## src/rtl/dram_port_arbiter_pkg.sv

```systemverilog
// Shared definitions for the DRAM client-port arbiter: request word layout,
// client identifiers and the address-width derivation also used by the controller.
package dram_port_arbiter_pkg;

  localparam logic REQ_WR = 1'b1;
  localparam logic REQ_RD = 1'b0;

  typedef enum logic {
    CLIENT0 = 1'b0,
    CLIENT1 = 1'b1
  } client_e;

  // Page address width: DRAM bits divided by page width, in log2 form.
  function automatic int addr_size(input int log_dram_size, input int page_len);
    return log_dram_size - $clog2(page_len);
  endfunction

  // Request word is {wr, page_addr}; the write flag sits just above the address.
  function automatic int req_size(input int log_addr_size);
    return 1 + log_addr_size;
  endfunction

  function automatic int req_wr_bit(input int log_addr_size);
    return log_addr_size;
  endfunction

endpackage

```

## src/rtl/dram_tag_fifo.sv

```systemverilog
// In-order tag FIFO holding the client id of every outstanding read.
// Count-based full/empty; push while full and pop while empty are ignored.
module dram_tag_fifo #(
  parameter int DEPTH = 8
) (
  input  logic clk,
  input  logic rst,
  input  logic push,
  input  logic push_data,
  input  logic pop,
  output logic head,
  output logic full,
  output logic empty
);

  localparam int PW = $clog2(DEPTH);
  localparam logic [PW:0] FULL_COUNT = DEPTH[PW:0];

  logic          mem [DEPTH];
  logic [PW-1:0] wr_ptr;
  logic [PW-1:0] rd_ptr;
  logic [PW:0]   count;
  logic          do_push;
  logic          do_pop;

  assign full    = (count == FULL_COUNT);
  assign empty   = (count == '0);
  assign do_push = push && !full;
  assign do_pop  = pop && !empty;
  assign head    = mem[rd_ptr];

  // NOTE: storage has no reset; pointers and count alone define which entries are valid.
  always_ff @(posedge clk) begin
    if (do_push) begin
      mem[wr_ptr] <= push_data;
    end
  end

  always_ff @(posedge clk) begin
    if (rst) begin
      wr_ptr <= '0;
      rd_ptr <= '0;
      count  <= '0;
    end else begin
      if (do_push) begin
        wr_ptr <= wr_ptr + 1'b1;
      end
      if (do_pop) begin
        rd_ptr <= rd_ptr + 1'b1;
      end
      case ({do_push, do_pop})
        2'b10:   count <= count + 1'b1;
        2'b01:   count <= count - 1'b1;
        default: count <= count;
      endcase
    end
  end

endmodule

```

## src/rtl/dram_port_arbiter.sv

```systemverilog
// Round-robin arbiter sharing one page-based DRAM controller between two clients,
// with an in-order tag FIFO steering returned read pages back to their issuer.
module dram_port_arbiter
  import dram_port_arbiter_pkg::*;
#(
  parameter int  LOG_DRAM_SIZE = 6,
  parameter int  PAGE_LEN      = 32,
  parameter int  TAG_DEPTH     = 8,
  localparam int LOG_ADDR_SIZE = addr_size(LOG_DRAM_SIZE, PAGE_LEN),
  localparam int LOG_REQ_SIZE  = req_size(LOG_ADDR_SIZE)
) (
  input  logic                     clk,
  input  logic                     rst,
  // client 0
  input  logic                     c0_req_valid,
  output logic                     c0_req_ready,
  input  logic                     c0_req_wr,
  input  logic [LOG_ADDR_SIZE-1:0] c0_req_addr,
  input  logic [PAGE_LEN-1:0]      c0_wdata,
  input  logic                     c0_rdata_ready,
  output logic                     c0_rdata_valid,
  output logic [PAGE_LEN-1:0]      c0_rdata,
  // client 1
  input  logic                     c1_req_valid,
  output logic                     c1_req_ready,
  input  logic                     c1_req_wr,
  input  logic [LOG_ADDR_SIZE-1:0] c1_req_addr,
  input  logic [PAGE_LEN-1:0]      c1_wdata,
  input  logic                     c1_rdata_ready,
  output logic                     c1_rdata_valid,
  output logic [PAGE_LEN-1:0]      c1_rdata,
  // controller FIFOs
  output logic                     frq_write_en,
  output logic [LOG_REQ_SIZE-1:0]  frq_write_data,
  input  logic                     frq_full,
  output logic                     fin_write_en,
  output logic [PAGE_LEN-1:0]      fin_write_data,
  input  logic                     fin_full,
  output logic                     fout_read_en,
  input  logic [PAGE_LEN-1:0]      fout_read_data,
  input  logic                     fout_empty
);

  localparam int REQ_WR_BIT = req_wr_bit(LOG_ADDR_SIZE);

  logic [1:0]               req_valid;
  logic [1:0]               req_wr;
  logic [1:0]               rdata_ready;
  logic [LOG_ADDR_SIZE-1:0] req_addr [2];
  logic [PAGE_LEN-1:0]      wdata    [2];

  logic [1:0]               eligible;
  logic [1:0]               grant;
  logic                     any_grant;
  logic                     gnt_idx;
  logic                     gnt_is_wr;
  client_e                  last_grant;

  logic                     tag_push;
  logic                     tag_pop;
  logic                     tag_head;
  logic                     tag_full;
  logic                     tag_empty;

  logic [1:0]               rdata_valid_q;
  logic [PAGE_LEN-1:0]      rdata_q [2];

  assign req_valid   = {c1_req_valid, c0_req_valid};
  assign req_wr      = {c1_req_wr, c0_req_wr};
  assign rdata_ready = {c1_rdata_ready, c0_rdata_ready};
  assign req_addr[0] = c0_req_addr;
  assign req_addr[1] = c1_req_addr;
  assign wdata[0]    = c0_wdata;
  assign wdata[1]    = c1_wdata;

  // A client only competes if every FIFO its request touches has room, so a
  // stalled writer never blocks a reader on the other port.
  always_comb begin
    for (int i = 0; i < 2; i++) begin
      eligible[i] = !rst && req_valid[i] && !frq_full &&
                    (req_wr[i] ? !fin_full : !tag_full);
    end
  end

  // NOTE: every always_comb output gets a default first so no path infers a latch.
  always_comb begin
    grant = 2'b00;
    case (eligible)
      2'b01:   grant = 2'b01;
      2'b10:   grant = 2'b10;
      2'b11:   grant = (last_grant == CLIENT1) ? 2'b01 : 2'b10;
      default: grant = 2'b00;
    endcase
  end

  assign any_grant    = |grant;
  assign gnt_idx      = grant[1];
  assign gnt_is_wr    = req_wr[gnt_idx];
  assign c0_req_ready = grant[0];
  assign c1_req_ready = grant[1];

  // Write grants push both controller FIFOs together; reads push only the request word.
  always_comb begin
    frq_write_en   = 1'b0;
    frq_write_data = '0;
    fin_write_en   = 1'b0;
    fin_write_data = '0;
    tag_push       = 1'b0;
    if (any_grant) begin
      frq_write_en                       = 1'b1;
      frq_write_data[LOG_ADDR_SIZE-1:0]  = req_addr[gnt_idx];
      frq_write_data[REQ_WR_BIT]         = gnt_is_wr ? REQ_WR : REQ_RD;
      if (gnt_is_wr) begin
        fin_write_en   = 1'b1;
        fin_write_data = wdata[gnt_idx];
      end else begin
        tag_push = 1'b1;
      end
    end
  end

  // Return path: the oldest read's owner must be ready; otherwise the page waits.
  assign tag_pop      = !rst && !tag_empty && !fout_empty && rdata_ready[tag_head];
  assign fout_read_en = tag_pop;

  dram_tag_fifo #(
    .DEPTH (TAG_DEPTH)
  ) u_tag_fifo (
    .clk       (clk),
    .rst       (rst),
    .push      (tag_push),
    .push_data (gnt_idx),
    .pop       (tag_pop),
    .head      (tag_head),
    .full      (tag_full),
    .empty     (tag_empty)
  );

  always_ff @(posedge clk) begin
    if (rst) begin
      last_grant    <= CLIENT1;
      rdata_valid_q <= 2'b00;
      rdata_q[0]    <= '0;
      rdata_q[1]    <= '0;
    end else begin
      if (any_grant) begin
        last_grant <= client_e'(gnt_idx);
      end
      rdata_valid_q <= 2'b00;
      if (tag_pop) begin
        rdata_valid_q[tag_head] <= 1'b1;
        rdata_q[tag_head]       <= fout_read_data;
      end
    end
  end

  assign c0_rdata_valid = rdata_valid_q[0];
  assign c1_rdata_valid = rdata_valid_q[1];
  assign c0_rdata       = rdata_q[0];
  assign c1_rdata       = rdata_q[1];

endmodule

```

## config.mk

```make
export PLATFORM = sky130hd
export DESIGN_NAME = dram_port_arbiter
export DESIGN_NICKNAME = d
export VERILOG_FILES = /design/src/rtl/dram_port_arbiter_pkg.sv /design/src/rtl/dram_tag_fifo.sv /design/src/rtl/dram_port_arbiter.sv
export SDC_FILE = /design/constraint.sdc
export NUM_CORES = 1
export LEC_CHECK = 0
export ABC_AREA = 1
export BUFFER_PORTS_ARGS = -buffer_cell sky130_fd_sc_hd__buf_2
export CAP_MARGIN = 20
export CORE_ASPECT_RATIO = 0.75
export CORE_MARGIN = 2
export CORE_UTILIZATION = 50
export DETAILED_ROUTE_END_ITERATION = 10
export PLACE_DENSITY_LB_ADDON = 0.12
export SLEW_MARGIN = 25
export SYNTH_ARGS = -nofsm -noshare
export SYNTH_HDL_FRONTEND = slang
export SYNTH_SLANG_ARGS = --single-unit
```

## constraint.sdc

```tcl
create_clock -name clk -period 6.8 [get_ports clk]
set_input_delay 0.34 -clock clk [delete_from_list [all_inputs] [get_ports clk]]
set_output_delay 0.34 -clock clk [all_outputs]
set_load 0.01 [all_outputs]
```

# After elaboration in Yosys (flattened, before gate mapping)
# Memories as Yosys holds them, arrays and structs flattened. A register that Yosys moved wholly into a read port is not among the register bits.
# Cells that the tools add are included.
# W data, S select, Z words.
dict set report word_totals {
  ram_bits 72
  n_memories 2
  wordCells 83
  register_bits 13
  in_bits 109
  out_inout_bits 105
}
# memory words width rd rd_ports_with_merged_regs wr line
set mem_list {}
lappend mem_list {rdata_q 2 32 2 0 2 dram_port_arbiter.sv:66} ;# logic [PAGE_LEN-1:0] rdata_q [2];
lappend mem_list {u_tag_fifo.mem 8 1 1 1 1 dram_tag_fifo.sv:19} ;# logic mem [DEPTH];
dict set report classes {
  mux 37
  n_bitwise 2
  add_sub_neg 4
  n_eq_ne 6
  magnitude_cmp 4
  reduce_logical 23
}
# op n
set op_table {}
lappend op_table {{$mux W32} 6}
lappend op_table {{$reduce_or A32 Y1} 1}
lappend op_table {{$mux W1} 24}
lappend op_table {{$logic_and A1 B1 Y1} 12}
lappend op_table {{$pmux W4 S2} 1}
lappend op_table {{$add A3 B1 Y3 const B} 2}
lappend op_table {{$eq A2 B2 Y1 const B} 3}
lappend op_table {{$logic_not A1 Y1} 6}
lappend op_table {{$mux W3} 2}
lappend op_table {{$pmux W2 S3} 1}
lappend op_table {{$add A4 B1 Y4 const B} 1}
lappend op_table {{$eq A2 B1 Y1 const B} 2}
lappend op_table {{$eq A4 B4 Y1 const B} 1}
lappend op_table {{$logic_not A4 Y1} 1}
lappend op_table {{$lt A1 B2 Y1 const B} 2}
lappend op_table {{$mux W2} 2}
lappend op_table {{$reduce_or A2 Y1} 2}
lappend op_table {{$sub A4 B1 Y4 const B} 1}
lappend op_table {{$ge A2 B2 Y1 const B} 1}
lappend op_table {{$not A1 Y2} 1}
lappend op_table {{$reduce_bool A2 Y1} 1}
lappend op_table {{$demux W1 S1} 1}
lappend op_table {{$ge A1 B1 Y1 const B} 1}
lappend op_table {{$not A1 Y1} 1}

# Logic depth before layout (Yosys ltp)
# Gate-level depths: netlist (run 1).
dict set report depth {
  word_depth 13
  mapped_depth 20
  mapped_depth_nobuf 19
}

# Hierarchy
# Synthesis (run 1) repeated with hierarchy kept, for this count alone.
dict set report unflattened {
  cells_unflattened 508
  area_unflattened_um2 4401.7
}
# mod seq_area_each_um2 area_each_um2 instances cells_per_inst
set modules_own_cells {}
lappend modules_own_cells {dram_port_arbiter 1981.9 3390.8 1 388}
lappend modules_own_cells {dram_tag_fifo 500.5 1011.0 1 120}

# Worst setup path after synthesis (run 1)
# OpenSTA, ideal clock, no wires.
dict set report synth_timing {
  path_kind {register to register}
  startpoint {register with a tool-made name}
  endpoint {memory rdata_q[1][0], enable pin}
  path_stages_with_launch 12
  t_required_ns 6.411
  t_arrival_ns 1.962
  path_buffers 1
  setup_slack_ns 4.448
  synth_period_minus_slack_ns 2.352
  setup_ns 0.389
  cell_sequence {dfxtp_1 inv_2 nand2_1 nand3b_1 nand3_1 nand2_2 nand2_2 nand3_4 inv_4 nand2_4 buf_6 nand2_1}
}
# item line
set synth_rtl {}
lappend synth_rtl {{to (decl)} dram_port_arbiter.sv:66}

# Worst setup path after layout (run 1)
dict set report layout_timing {
  startpoint {register u_tag_fifo.count[0]}
  endpoint {output fin_write_data[28]}
}
dict set report layout_via {
  elab_chain_cells 12
  elab_cells_between_ends 19
  classes_between {eq/ne: 4; mux: 10; bitwise: 1; reduce/logical: 4}
}
# item line
set layout_lines {}
lappend layout_lines {{from (decl)} dram_tag_fifo.sv:22} ;# logic [PW:0] count;
lappend layout_lines {{from (signal assigned)} dram_tag_fifo.sv:52} ;# 2'b10: count <= count + 1'b1;
lappend layout_lines {{from (signal assigned)} dram_tag_fifo.sv:53} ;# 2'b01: count <= count - 1'b1;
lappend layout_lines {{from (signal assigned)} dram_tag_fifo.sv:54} ;# default: count <= count;
lappend layout_lines {{$eq A4 B4 Y1 *} dram_tag_fifo.sv:26} ;# assign full = (count == FULL_COUNT);
lappend layout_lines {{$logic_not A1 Y1 *} dram_port_arbiter.sv:81} ;# (req_wr[i] ? !fin_full : !tag_full);
lappend layout_lines {{$mux W1} dram_port_arbiter.sv:81}
lappend layout_lines {{$logic_and A1 B1 Y1} dram_port_arbiter.sv:80} ;# eligible[i] = !rst && req_valid[i] && !frq_full &&
lappend layout_lines {{$eq A2 B2 Y1 / $eq A2 B1 Y1 (equally long branches)} dram_port_arbiter.sv:88} ;# case (eligible)
lappend layout_lines {{$pmux W2 S3 *} dram_port_arbiter.sv:88}
lappend layout_lines {{$not A1 Y2 (not written as such)} dram_port_arbiter.sv:115} ;# fin_write_data = wdata[gnt_idx];
lappend layout_lines {{$mux W32 (not written as such) (3 in series)} dram_port_arbiter.sv:115}
lappend layout_lines {{$mux W32} dram_port_arbiter.sv:113} ;# if (gnt_is_wr) begin
lappend layout_lines {{$mux W32 *} dram_port_arbiter.sv:109} ;# if (any_grant) begin
lappend layout_lines {{to (decl)} dram_port_arbiter.sv:37} ;# output logic [PAGE_LEN-1:0] fin_write_data,
# Every way passes the cells marked *; elsewhere a longest branch is shown, timed or not. The select of a mux whose other input is x is not followed.

==> impl_results.md, run 1 <==
* Status: finished clean
* Clk_skew at 0.00650 ns
* Die X at 111 um
* CTS resizes at 0
* Largest net degree at the start of global routing at 43
* Yosys warning total at 0
* Avg Cell Area, Syn at 9.59 um2
* Sum Neg Setup Slack at 0 ns
* P&R area growth vs syn at 32.3%
* PwrDens at about 230 nW/um2
* Post-Layout Cell Count at 770
* Arrival time at the worst endpoint at ~2.4 ns
* Vias per cell at 4.70
* First-pass GRT wire length at 16200 um
* Synth unique cells at 29
* Cell count after synthesis at 448
* WHS Endpoint: u_tag_fifo.wr_ptr[0]
* Initial core utilization at 0.511
* CTS clock-pin slew for the worst setup and hold paths at 0.06 ns
* Drt total wl at 10100 um
* Hold Crit Class: in -> reg
* Worst r2r src: u_tag_fifo.count[0]
* Crit-path slowest cell: inv_2
* Max_slew headroom at 0.586
* Initial antenna violation count at 0
* Overall routing resource usage at 0.219
* Fin crit period at 2.75 ns
* Number of max-cap violations at 0
* Hold bufs inserted after CTS at 0
* Post-Synthesis Cell Area at 4300 um2
* Fin nets at 771
* Clk sinks at 88
* Hold Slack at 0.312 ns
* R2r endpoint: u_tag_fifo.count[2]
* Reg-to-reg setup timing slack at 4.11 ns
* Die Y at 84.3 um
* Asr flop ratio synth at 0
* Placed insts at 754
* Setup Crit Path Kind: reg -> out
* Total gr overflow at 0
* Detailed-placement wirelength estimate at 7420 um
* DR iter-0 viols at around 180
* Synth Net Count at 562
* Synth Flop Type: edfxtp_1
* Worst Min Path Start: rst
* Number of H-tree levels at 3
* Hold Fails Final Rpt at 0
* Core area at about 8400 um2
* Pre-antenna DRT Iters at 4
* Max Freq at roughly 360 MHz
* RSZ-0062 raised after global routing: no
* Crit. End Element: primary output
* Yosys reg bits at 88
* Crit Path Max Fanout at 42
* WL/cell at 13.1 um
* Total leakage power at 2.95 nW
* CTS root buf: clkbuf_16
* Via count of the first global-routing pass at ~3500
* Diode count at 0
* Antenna Nets Post-Route at 0
* Final worst-path cycle share at 0.404
* WHS Path Cells at 2
* Clock latency on the worst-skew pair at between 0.3 and 0.4 ns
* Worst Max-Slew Pin Slew at 0.620 ns
* TritonCTS clock tree: yes
* # setup viols final at 0
* Num rows at 29
* DRC Markers at 0
* Port bufs at 213
* Routed via count at approximately 3600
* Share of cells above drive strength 1 at 0.440
* Post-CTS setup buffer count at 0
* Sequential area share after synthesis at 0.578
* Crit-path max cell delay at 0.55 ns
* Critical path cell sequence: nor2_2 > nand3_1 > nand3_2 > nand2_4 > inv_2 > nand2_1 > a21oi_2 > buf_2
* Clk buf depth at 2
* Crit start category: register
* Full die area at 9360 um2
* Worst Reg-to-Reg Cells at 17
* IO Pins at 214
* Routability cong. at 0.876
* Worst VDD drop at 0.000200 V
* Cts bufs inserted at 9
* Filler instances at 673
* Post-synth EDFFs at 72
* Pins over their slew limit at 0
* Worst EP required at 6.46 ns
synthesized netlist by cell type (2+ instances only):
cell | number | area, um2
a21oi_2 | 29 | 254
nand4_1 | 2 | 12.5
ha_1 | 5 | 62.6
xor2_1 | 4 | 35.0
a21oi_1 | 8 | 40.0
nand2_4 | 4 | 45.0
nand2_2 | 5 | 31.3
nor2_2 | 13 | 81.3
nand2_1 | 96 | 360
nor2_1 | 80 | 300
o21ai_0 | 3 | 15.0
edfxtp_1 | 72 | 2160
buf_2 | 6 | 30.0
inv_2 | 5 | 18.8
inv_1 | 63 | 236
dfxtp_1 | 16 | 320
buf_6 | 10 | 113
nand3_1 | 16 | 80.1
cell type report:
class | count | area [um2] | share of cell area
clock buffer | 9 | 225 | 0.0396
multi-input combinational | 273 | 1400 | 0.245
timing repair buffer | 215 | 1080 | 0.190
tap | 108 | 135 | 0.0238
clock inverter | 7 | 98.8 | 0.0174
sequential | 88 | 2480 | 0.436
inverter | 70 | 270 | 0.0475
metal layers:
| metal | track usage | routed length (um) |
|---|---|---|
| met5 | 0 | 0 |
| met4 | 0.0494 | 63 |
| met3 | 0.0635 | 696 |
| met2 | 0.397 | 5200 |
| met1 | 0.262 | 4100 |
stage by stage:
stage / util / power, W / setup WS [ns] / area (um2)
after global placement: 0.637 / 0.000787 / 4.05 / 5360
after global routing: 0.676 / 0.00136 / 3.70 / 5690
final: 0.676 / 0.00131 / 4.05 / 5690
after floorplan: - / 0.000721 / 4.45 / 4300
after CTS: 0.676 / 0.00132 / 4.02 / 5690
after detailed placement: 0.637 / 0.000791 / 3.90 / 5360
worst max path at each step:
| stage | start | end | slack (ns) | depth (start not counted) |
|---|---|---|---|---|
| 3_5_place_dp | rst | u_tag_fifo.count[2] | 3.90 | 18 |
| 2_1_floorplan | register | rdata_q[1][0] | 4.45 | 11 |
| 6_report | u_tag_fifo.count[0] | fin_write_data[28] | 4.05 | 8 |
| 3_3_place_gp | rst | u_tag_fifo.count[2] | 4.05 | 18 |
| 4_1_cts | u_tag_fifo.count[0] | fin_write_data[28] | 4.02 | 8 |
| 5_1_grt | u_tag_fifo.count[0] | u_tag_fifo.count[2] | 3.70 | 17 |
report_power, final:
group	internal, W	total (W)	switching (W)
Sequential	0.000608	0.000619	0.0000105
Clock	0.000325	0.000530	0.000205
Combinational	0.0000631	0.000160	0.0000965
Total	0.000996	0.00131	0.000312
registers in the layout (all words and copies together), names as in the netlist, named ones only:
register / count
u_tag_fifo.rd_ptr: 3
rdata_q: 64
u_tag_fifo.mem: 8
u_tag_fifo.wr_ptr: 3
last_grant: 1
u_tag_fifo.count: 4
rdata_valid_q: 2
placed cells by master (no fill, tap or decap):
| master | synthesis | layout |
|---|---|---|
| a211oi_2 | 1 | 1 |
| a21oi_1 | 8 | 8 |
| a21oi_2 | 29 | 29 |
| buf_2 | 6 | 213 |
| buf_4 | 1 | 2 |
| bufinv_16 | 0 | 2 |
| clkbuf_16 | 0 | 9 |
| clkinv_1 | 0 | 1 |
| clkinv_4 | 1 | 2 |
| dfxtp_1 | 16 | 16 |
| edfxtp_1 | 72 | 72 |
| ha_1 | 5 | 5 |
| inv_1 | 63 | 63 |
| inv_2 | 5 | 5 |
| inv_4 | 1 | 1 |
| inv_6 | 0 | 3 |
| nand2_1 | 96 | 96 |
| nand2_2 | 5 | 5 |
| nand2_4 | 4 | 4 |
| nand3_1 | 16 | 16 |
| nand3_2 | 1 | 1 |
| nand3_4 | 1 | 1 |
| nand3b_1 | 1 | 1 |
| nand4_1 | 2 | 2 |
| nor2_1 | 80 | 80 |
| nor2_2 | 13 | 13 |
| o21a_1 | 1 | 1 |
| o21ai_0 | 3 | 3 |
| o21ai_1 | 1 | 1 |
| o32ai_1 | 1 | 1 |
| xnor2_1 | 1 | 1 |
| xor2_1 | 4 | 4 |
worst max-delay path, delay by kind of cell, from the launching register on:
| family | cells | cell delay [ns] |
|---|---|---|
| buf+inv | 2 | 0.70 |
| simple gates | 5 | 0.83 |
| flops | 1 | 0.36 |
| compound gates | 1 | 0.18 |
cells by family (layout without fill, tap and decap cells):
logic type | count (synthesis) | after routing | share of synthesized area
flip-flops | 88 | 88 | 0.578
buffers and inverters | 87 | 301 | 0.0978
AND/OR/NAND/NOR | 219 | 219 | 0.220
AO/OA/AOI/OAI | 44 | 44 | 0.0798
XOR/XNOR | 5 | 5 | 0.0102
adder cells (fa/ha/maj) | 5 | 5 | 0.0146
Power figures use the tool's default switching activity.
==> inputs of run 2 (changes only) <==
- CORE_UTILIZATION: 50 -> 46
- clock period: 6.8 -> 2.79 ns (I/O delays scaled with it)
==> impl_results.md, run 2 (synthesis gave the netlist of run 1 again) <==
* Worst r2r src: u_tag_fifo.count[0]
* RSZ-0062 raised after global routing: no
* Arrival time at the worst endpoint at 2.68 ns (+0.27 ns)
* Routability cong. at 0.831 (-5.1%)
* Logic pwr share at 0.124 (+0.002)
* Clock network power share at 0.404 (about the same)
* Clk sinks at 88 (unchanged)
* Hold Slack at 0.113 ns (-0.199 ns)
* Hold Fails Final Rpt at 0 (unchanged)
* Sum Neg Setup Slack at 0 ns (unchanged)
* Die Y at 87.7 um (+4.1%)
* Final worst-path cycle share at 0.878
* Total leakage power at 2.97 nW (+0.37%)
* Die X at 116 um (+4.1%)
* Post-CTS setup buffer count at 0 (unchanged)
* WL/cell at 13.0 um (-0.16%)
* R2r endpoint: u_tag_fifo.count[2]
* IO Pins at 214 (unchanged)
* Vias per cell at 4.58 (-2.5%)
* Clk_skew at 0.00653 ns (+0.0000345 ns)
* Worst VDD drop at 0.000307 V (+53%)
* DRC Markers at 0 (unchanged)
* Full die area at 10100 um2 (+8.3%)
* WHS Path Cells at 2 (unchanged)
* Sequential cell fraction of total power at 0.472 (about the same)
* Clock latency on the worst-skew pair at 0.33 ns (about the same)
* Crit-path max cell delay at 0.36 ns (-0.19 ns)
* Fin nets at 773 (+0.26%)
* Multi-input logic area at 1400 um2 (unchanged)
* Antenna Nets Post-Route at 0 (unchanged)
* Pre-antenna DRT Iters at 4 (unchanged)
* Initial antenna violation count at 0 (unchanged)
* Crit-path slowest cell: dfxtp_1
* Crit Path Max Fanout at 6 (-86%)
* Worst EP required at 3.02 ns (-3.44 ns)
* Detailed-placement wirelength estimate at 7890 um (+6.4%)
* Crit. End Element: register
* Crit start category: register
* FF+latch area at 2480 um2 (unchanged)
* CTS root buf: clkbuf_16
* Clk buf depth at 2 (unchanged)
* Largest Register: rdata_q
* Overall routing resource usage at 0.202 (-0.0169)
* Top Registers: rdata_q: 64 flops, u_tag_fifo.mem: 8 flops, u_tag_fifo.count: 4 flops
* Total gr overflow at 0 (unchanged)
* CP bufs+invs at 2 (unchanged)
* PwrDens at 556 nW/um2 (+140%)
* CTS clock-pin slew for the worst setup and hold paths at 0.06 ns (about the same)
* Max Freq at 408 MHz
* WHS Endpoint: u_tag_fifo.count[0]
* Most frequent cells in the layout: buf_2 (213), nand2_1 (96), nor2_1 (80)
* Max_slew headroom at 0.662 (+0.0761)
* Routed via count at 3631 (+0.25%)
* TritonCTS clock tree: yes
* Worst Max-Slew Pin Slew at 0.506 ns (-0.114 ns)
* P&R area growth vs syn at 33.6%
* Commonest non-fill, non-tap cell in the layout: buf_2
* Worst Min Path Start: rst
* Switching share of power at 0.239 (+0.000356)
* Num rows at 30 (+3.4%)
* Largest net degree at the start of global routing at 43 (unchanged)
* Fin crit period at 2.45 ns
* Number of H-tree levels at 3 (unchanged)
* Pins over their slew limit at 0 (unchanged)
* First-pass GRT wire length at 15900 um (-2.0%)
* Drt total wl at 10300 um (+2.7%)
* Post-DP Area at 5420 um2 (+0.98%)
* Cts bufs inserted at 9 (unchanged)
* Critical path cell sequence: nor2_2 > nand3_1 > nand3_2 > nand3_1 > nand2_2 > nand2_1 > ha_1 > nand2_1 > inv_1 > nor2_1 > ha_1 > a21oi_1 > xor2_1 > o21ai_1 > inv_1
* Worst Reg-to-Reg Cells at 15 (-2)
* Reg-to-reg setup timing slack at 0.34 ns (-3.77 ns)
* Internal power at 0.00243 W (+140%)
* Delay-heaviest family, CP: simple AND/OR/NAND/NOR gates
* Core area at 9050 um2 (+7.5%)
* Via count of the first global-routing pass at 3492 (+0.78%)
* Max FFs per register at 64 (unchanged)
* Status: finished clean
* Number of max-cap violations at 0 (unchanged)
* Net Switching at 0.000762 W (+140%)
* Filler instances at 773 (+15%)
* Fin area at 5740 um2 (+0.97%)
* # setup viols final at 0 (unchanged)
* Port bufs at 213 (unchanged)
* Diode count at 0 (unchanged)
* Hold Crit Class: in -> reg
* Share of cells above drive strength 1 at 0.441 (+0.00169)
* Power Total at 0.00319 W (+140%)
* Initial core utilization at 0.475 (-0.0354)
* Final Util at 0.635 (-0.0408)
* DR iter-0 viols at 192 (+5.5%)
* Setup Crit Path Kind: reg -> reg
run 2: worst max-delay path by stage:
stage	cells after the start	slack, ns	to	start
after global routing	15	0.06	u_tag_fifo.count[2]	u_tag_fifo.count[0]
after CTS	9	0.15	fin_write_data[19]	u_tag_fifo.count[0]
after global placement	17	0.49	u_tag_fifo.count[2]	u_tag_fifo.count[0]
after floorplan	11	0.44	rdata_q[1][0]	register
after detailed placement	15	0.34	u_tag_fifo.count[2]	u_tag_fifo.count[0]
final	15	0.34	u_tag_fifo.count[2]	u_tag_fifo.count[0]
run 2: through the flow:
step / cells / worst slack (ns)
after global routing: 792 / 0.0619
after floorplan: 448 / 0.438
after global placement: 776 / 0.485
after detailed placement: 776 / 0.344
after CTS: 792 / 0.155
final: 792 / 0.339
run 2: cell type report:
type	instances	area share
Timing Repair Buffer	217	0.193
Sequential cell	88	0.432
Clock buffer	10	0.0399
Inverter	70	0.0475
Clock inverter	6	0.0166
Multi-Input combinational cell	273	0.243
Tap cell	128	0.0279
run 2: power by group through the flow:
stage	logic, W	registers [W]	clock network (W)
after floorplan	0.000194	0.00156	0
after global placement	0.000391	0.00153	0
after detailed placement	0.000400	0.00154	0
after CTS	0.000401	0.00151	0.00131
after global routing	0.000443	0.00151	0.00136
final	0.000396	0.00151	0.00129
run 2: worst reg2reg max path, delay by kind of cell, from the launching register on:
| family | cells | cell delay (ns) |
|---|---|---|
| simple gates | 8 | 1.10 |
| fa+ha+maj | 2 | 0.45 |
| flops | 1 | 0.36 |
| compound gates | 2 | 0.17 |
| xor+xnor | 1 | 0.16 |
| buf+inv | 2 | 0.09 |
run 2: timing repair:
action                                  CTS  global route
hold buffers                              0             0
resized for setup                         0             3
endpoints found under the setup margin    0            28
run 2: routing by layer:
metal | track usage | share of wire | vias to the layer above
li1 | - | - | 1842
met5 | 0 | 0 | -
met3 | 0.0602 | 0.084 | 12
met4 | 0.0552 | 0.015 | 0
met2 | 0.367 | 0.49 | 162
met1 | 0.235 | 0.41 | 1615
==> inputs of run 3 (changes only) <==
==> constraint.sdc (replaced) <==
create_clock -name clk -period 2.79 [get_ports clk]
set_input_delay 0.558 -clock clk [delete_from_list [all_inputs] [get_ports clk]]
set_output_delay 0.558 -clock clk [all_outputs]
set_load 0.01 [all_outputs]
==> impl_results.md, run 3 (synthesis gave the netlist of run 1 again) <==
* Port bufs at 213 (unchanged)
* Number of H-tree levels at 3 (unchanged)
* PwrDens at 549 nW/um2 (-1.3%)
* Worst Reg-to-Reg Cells at 17 (+2)
* Pre-antenna DRT Iters at 6 (+2)
* Largest net degree at the start of global routing at 34 (-21%)
* Critical path cell sequence: buf_2 > clkinv_4 > nand3_1 > nor2_1 > nand2_1 > inv_2 > nand2_4 > nand2_2 > nand2_2 > inv_2 > nand2_8 > buf_4 > a21oi_2 > buf_2
* WHS Path Cells at 2 (unchanged)
* First-pass GRT wire length at 15400 um (-3.3%)
* DRC Markers at 0 (unchanged)
* Full die area at 10100 um2 (unchanged)
* Crit start category: primary input
* Pins over their slew limit at 0 (unchanged)
* Clk_skew at 0.00715 ns (+0.000618 ns)
* Vias per cell at 4.57 (-0.38%)
* Post-Layout Cell Count at 797 (+0.63%)
* Post-CTS setup buffer count at 0 (unchanged)
* Delay-heaviest family, CP: buffers and inverters
* Routed via count at 3640 (+0.25%)
* Hold Fails Final Rpt at 0 (unchanged)
* Clock latency on the worst-skew pair at 0.33 ns (about the same)
* WL/cell at 13.0 um (-0.71%)
* P&R area growth vs syn at 35.5%
* Overall routing resource usage at 0.195 (-0.00671)
* RSZ-0062 raised after global routing: no
* Fin nets at 778 (+0.65%)
* Power Total at 0.00319 W (about the same)
* Crit-path slowest cell: buf_4
* Fin crit period at 2.65 ns (+0.201 ns)
* Worst EP required at 2.23 ns (-0.79 ns)
* Max Freq at 377 MHz (-7.6%)
* Clk sinks at 88 (unchanged)
* Antenna Nets Post-Route at 0 (unchanged)
* Worst r2r src: u_tag_fifo.count[2]
* Routability cong. at 0.846 (+1.8%)
* Arrival time at the worst endpoint at 2.09 ns (-0.59 ns)
* Internal power at 0.00244 W (+0.37%)
* Placed insts at 781 (+0.64%)
* Fin area at 5820 um2 (+1.4%)
* Worst VDD drop at 0.000427 V (+39%)
* TritonCTS clock tree: yes
* Cts bufs inserted at 9 (unchanged)
* Hold Crit Class: reg -> reg
* Clk buf depth at 2 (unchanged)
* Status: finished clean
* Initial antenna violation count at 0 (unchanged)
* WHS Endpoint: u_tag_fifo.rd_ptr[2]
* Net Switching at 0.000754 W (-1.0%)
* Crit. End Element: primary output
* Reg-to-reg setup timing slack at 0.37 ns (+0.03 ns)
* IO Pins at 214 (unchanged)
* Via count of the first global-routing pass at 3362 (-3.7%)
* Total gr overflow at 0 (unchanged)
* Logic pwr share at 0.128 (+0.004)
* Num rows at 30 (unchanged)
* Filler instances at 720 (-6.9%)
* Total leakage power at 2.99 nW (+0.85%)
* Die X at 116 um (unchanged)
* DR iter-0 viols at 247 (+29%)
* Post-DP Area at 5480 um2 (+1.2%)
* Commonest non-fill, non-tap cell in the layout: buf_2
* Max FFs per register at 64 (unchanged)
* Clock network power share at 0.399 (-0.005)
* Initial core utilization at 0.475 (unchanged)
* Sum Neg Setup Slack at 0 ns (unchanged)
* Sequential cell fraction of total power at 0.473 (about the same)
* Share of cells above drive strength 1 at 0.450 (+0.00866)
* Hold Slack at 0.521 ns (+0.407 ns)
* Setup Crit Path Kind: in -> out
* CTS root buf: clkbuf_16
* Detailed-placement wirelength estimate at 7940 um (+0.60%)
* Largest Register: rdata_q
* Number of max-cap violations at 0 (unchanged)
* Worst Min Path Start: u_tag_fifo.rd_ptr[2]
* Core area at 9050 um2 (unchanged)
* Switching share of power at 0.236 (-0.00252)
* Max_slew headroom at 0.725 (+0.0625)
* Hold bufs inserted after CTS at 0 (unchanged)
* R2r endpoint: u_tag_fifo.count[2]
* CP bufs+invs at 6 (+4)
* Final worst-path cycle share at 0.950 (+0.0719)
* Most frequent cells in the layout: buf_2 (213), nand2_1 (96), nor2_1 (78)
* # setup viols final at 0 (unchanged)
* Drt total wl at 10300 um (about the same)
* Top Registers: rdata_q: 64 flops, u_tag_fifo.mem: 8 flops, u_tag_fifo.count: 4 flops
* CTS clock-pin slew for the worst setup and hold paths at 0.06 ns (about the same)
* Crit-path max cell delay at 0.20 ns (-0.16 ns)
* Diode count at 0 (unchanged)
* Crit Path Max Fanout at 15 (+9)
* Worst Max-Slew Pin Slew at 0.413 ns (-0.0933 ns)
* Die Y at 87.7 um (unchanged)
## run 3: what timing repair did
action                                  4_1_cts  5_1_grt
gates resized for setup                       0        5
hold endpoints to repair                      0        0
endpoints found under the setup margin        0       21
## run 3: worst reg2reg max path, cell delays in order (launching register included)
cell     delay [ns]
dfxtp_1        0.37
nor2_2         0.16
nand3_1        0.09
nand2_1        0.12
inv_2          0.07
nand2_4        0.08
nand2_2        0.05
nand2_2        0.12
nand2_1        0.14
ha_1           0.25
nand2_1        0.08
inv_1          0.05
nor2_1         0.16
ha_1           0.17
a21oi_1        0.04
xor2_1         0.17
o21ai_0        0.15
inv_1          0.05
## run 3: worst max path at each step
stage	cells past startpoint	endpoint	startpoint
after floorplan	18	u_tag_fifo.count[2]	rst
after global placement	18	u_tag_fifo.count[2]	rst
after detailed placement	18	u_tag_fifo.count[2]	rst
after CTS	13	fin_write_data[18]	rst
after global routing	12	fin_write_data[16]	rst
final	14	fin_write_data[18]	rst
## run 3: final cells by class
cell class / count / area, um2 / share of cell area
Clock buffer: 10 / 229 / 0.0393
Clock inverter: 6 / 93.8 / 0.0161
Tap cell: 128 / 160 / 0.0275
Inverter: 70 / 270 / 0.0464
Multi-Input combinational cell: 273 / 1410 / 0.243
Sequential cell: 88 / 2480 / 0.427
Timing Repair Buffer: 222 / 1170 / 0.201
## run 3: metal layers
metal | wire [um] | up-vias | GRT usage
met5 | 0 | - | 0
met4 | 179 | 0 | 0.0693
met3 | 766 | 12 | 0.0533
met2 | 5180 | 158 | 0.351
met1 | 4200 | 1617 | 0.227
li1 | - | 1853 | -
## run 3: power by group through the flow
stage	registers (W)	logic, W	clock network [W]
floorplan	0.00156	0.000194	0
global placement	0.00153	0.000401	0
detailed placement	0.00154	0.000409	0
CTS	0.00151	0.000410	0.00130
global route	0.00152	0.000453	0.00135
finish	0.00151	0.000409	0.00128
## run 3: stage by stage
stage	util	setup WS, ns
after floorplan	-	0.247
after global placement	0.606	0.0827
after detailed placement	0.606	-0.0292
after CTS	0.641	0.0997
after global routing	0.644	0.0215
final	0.644	0.139
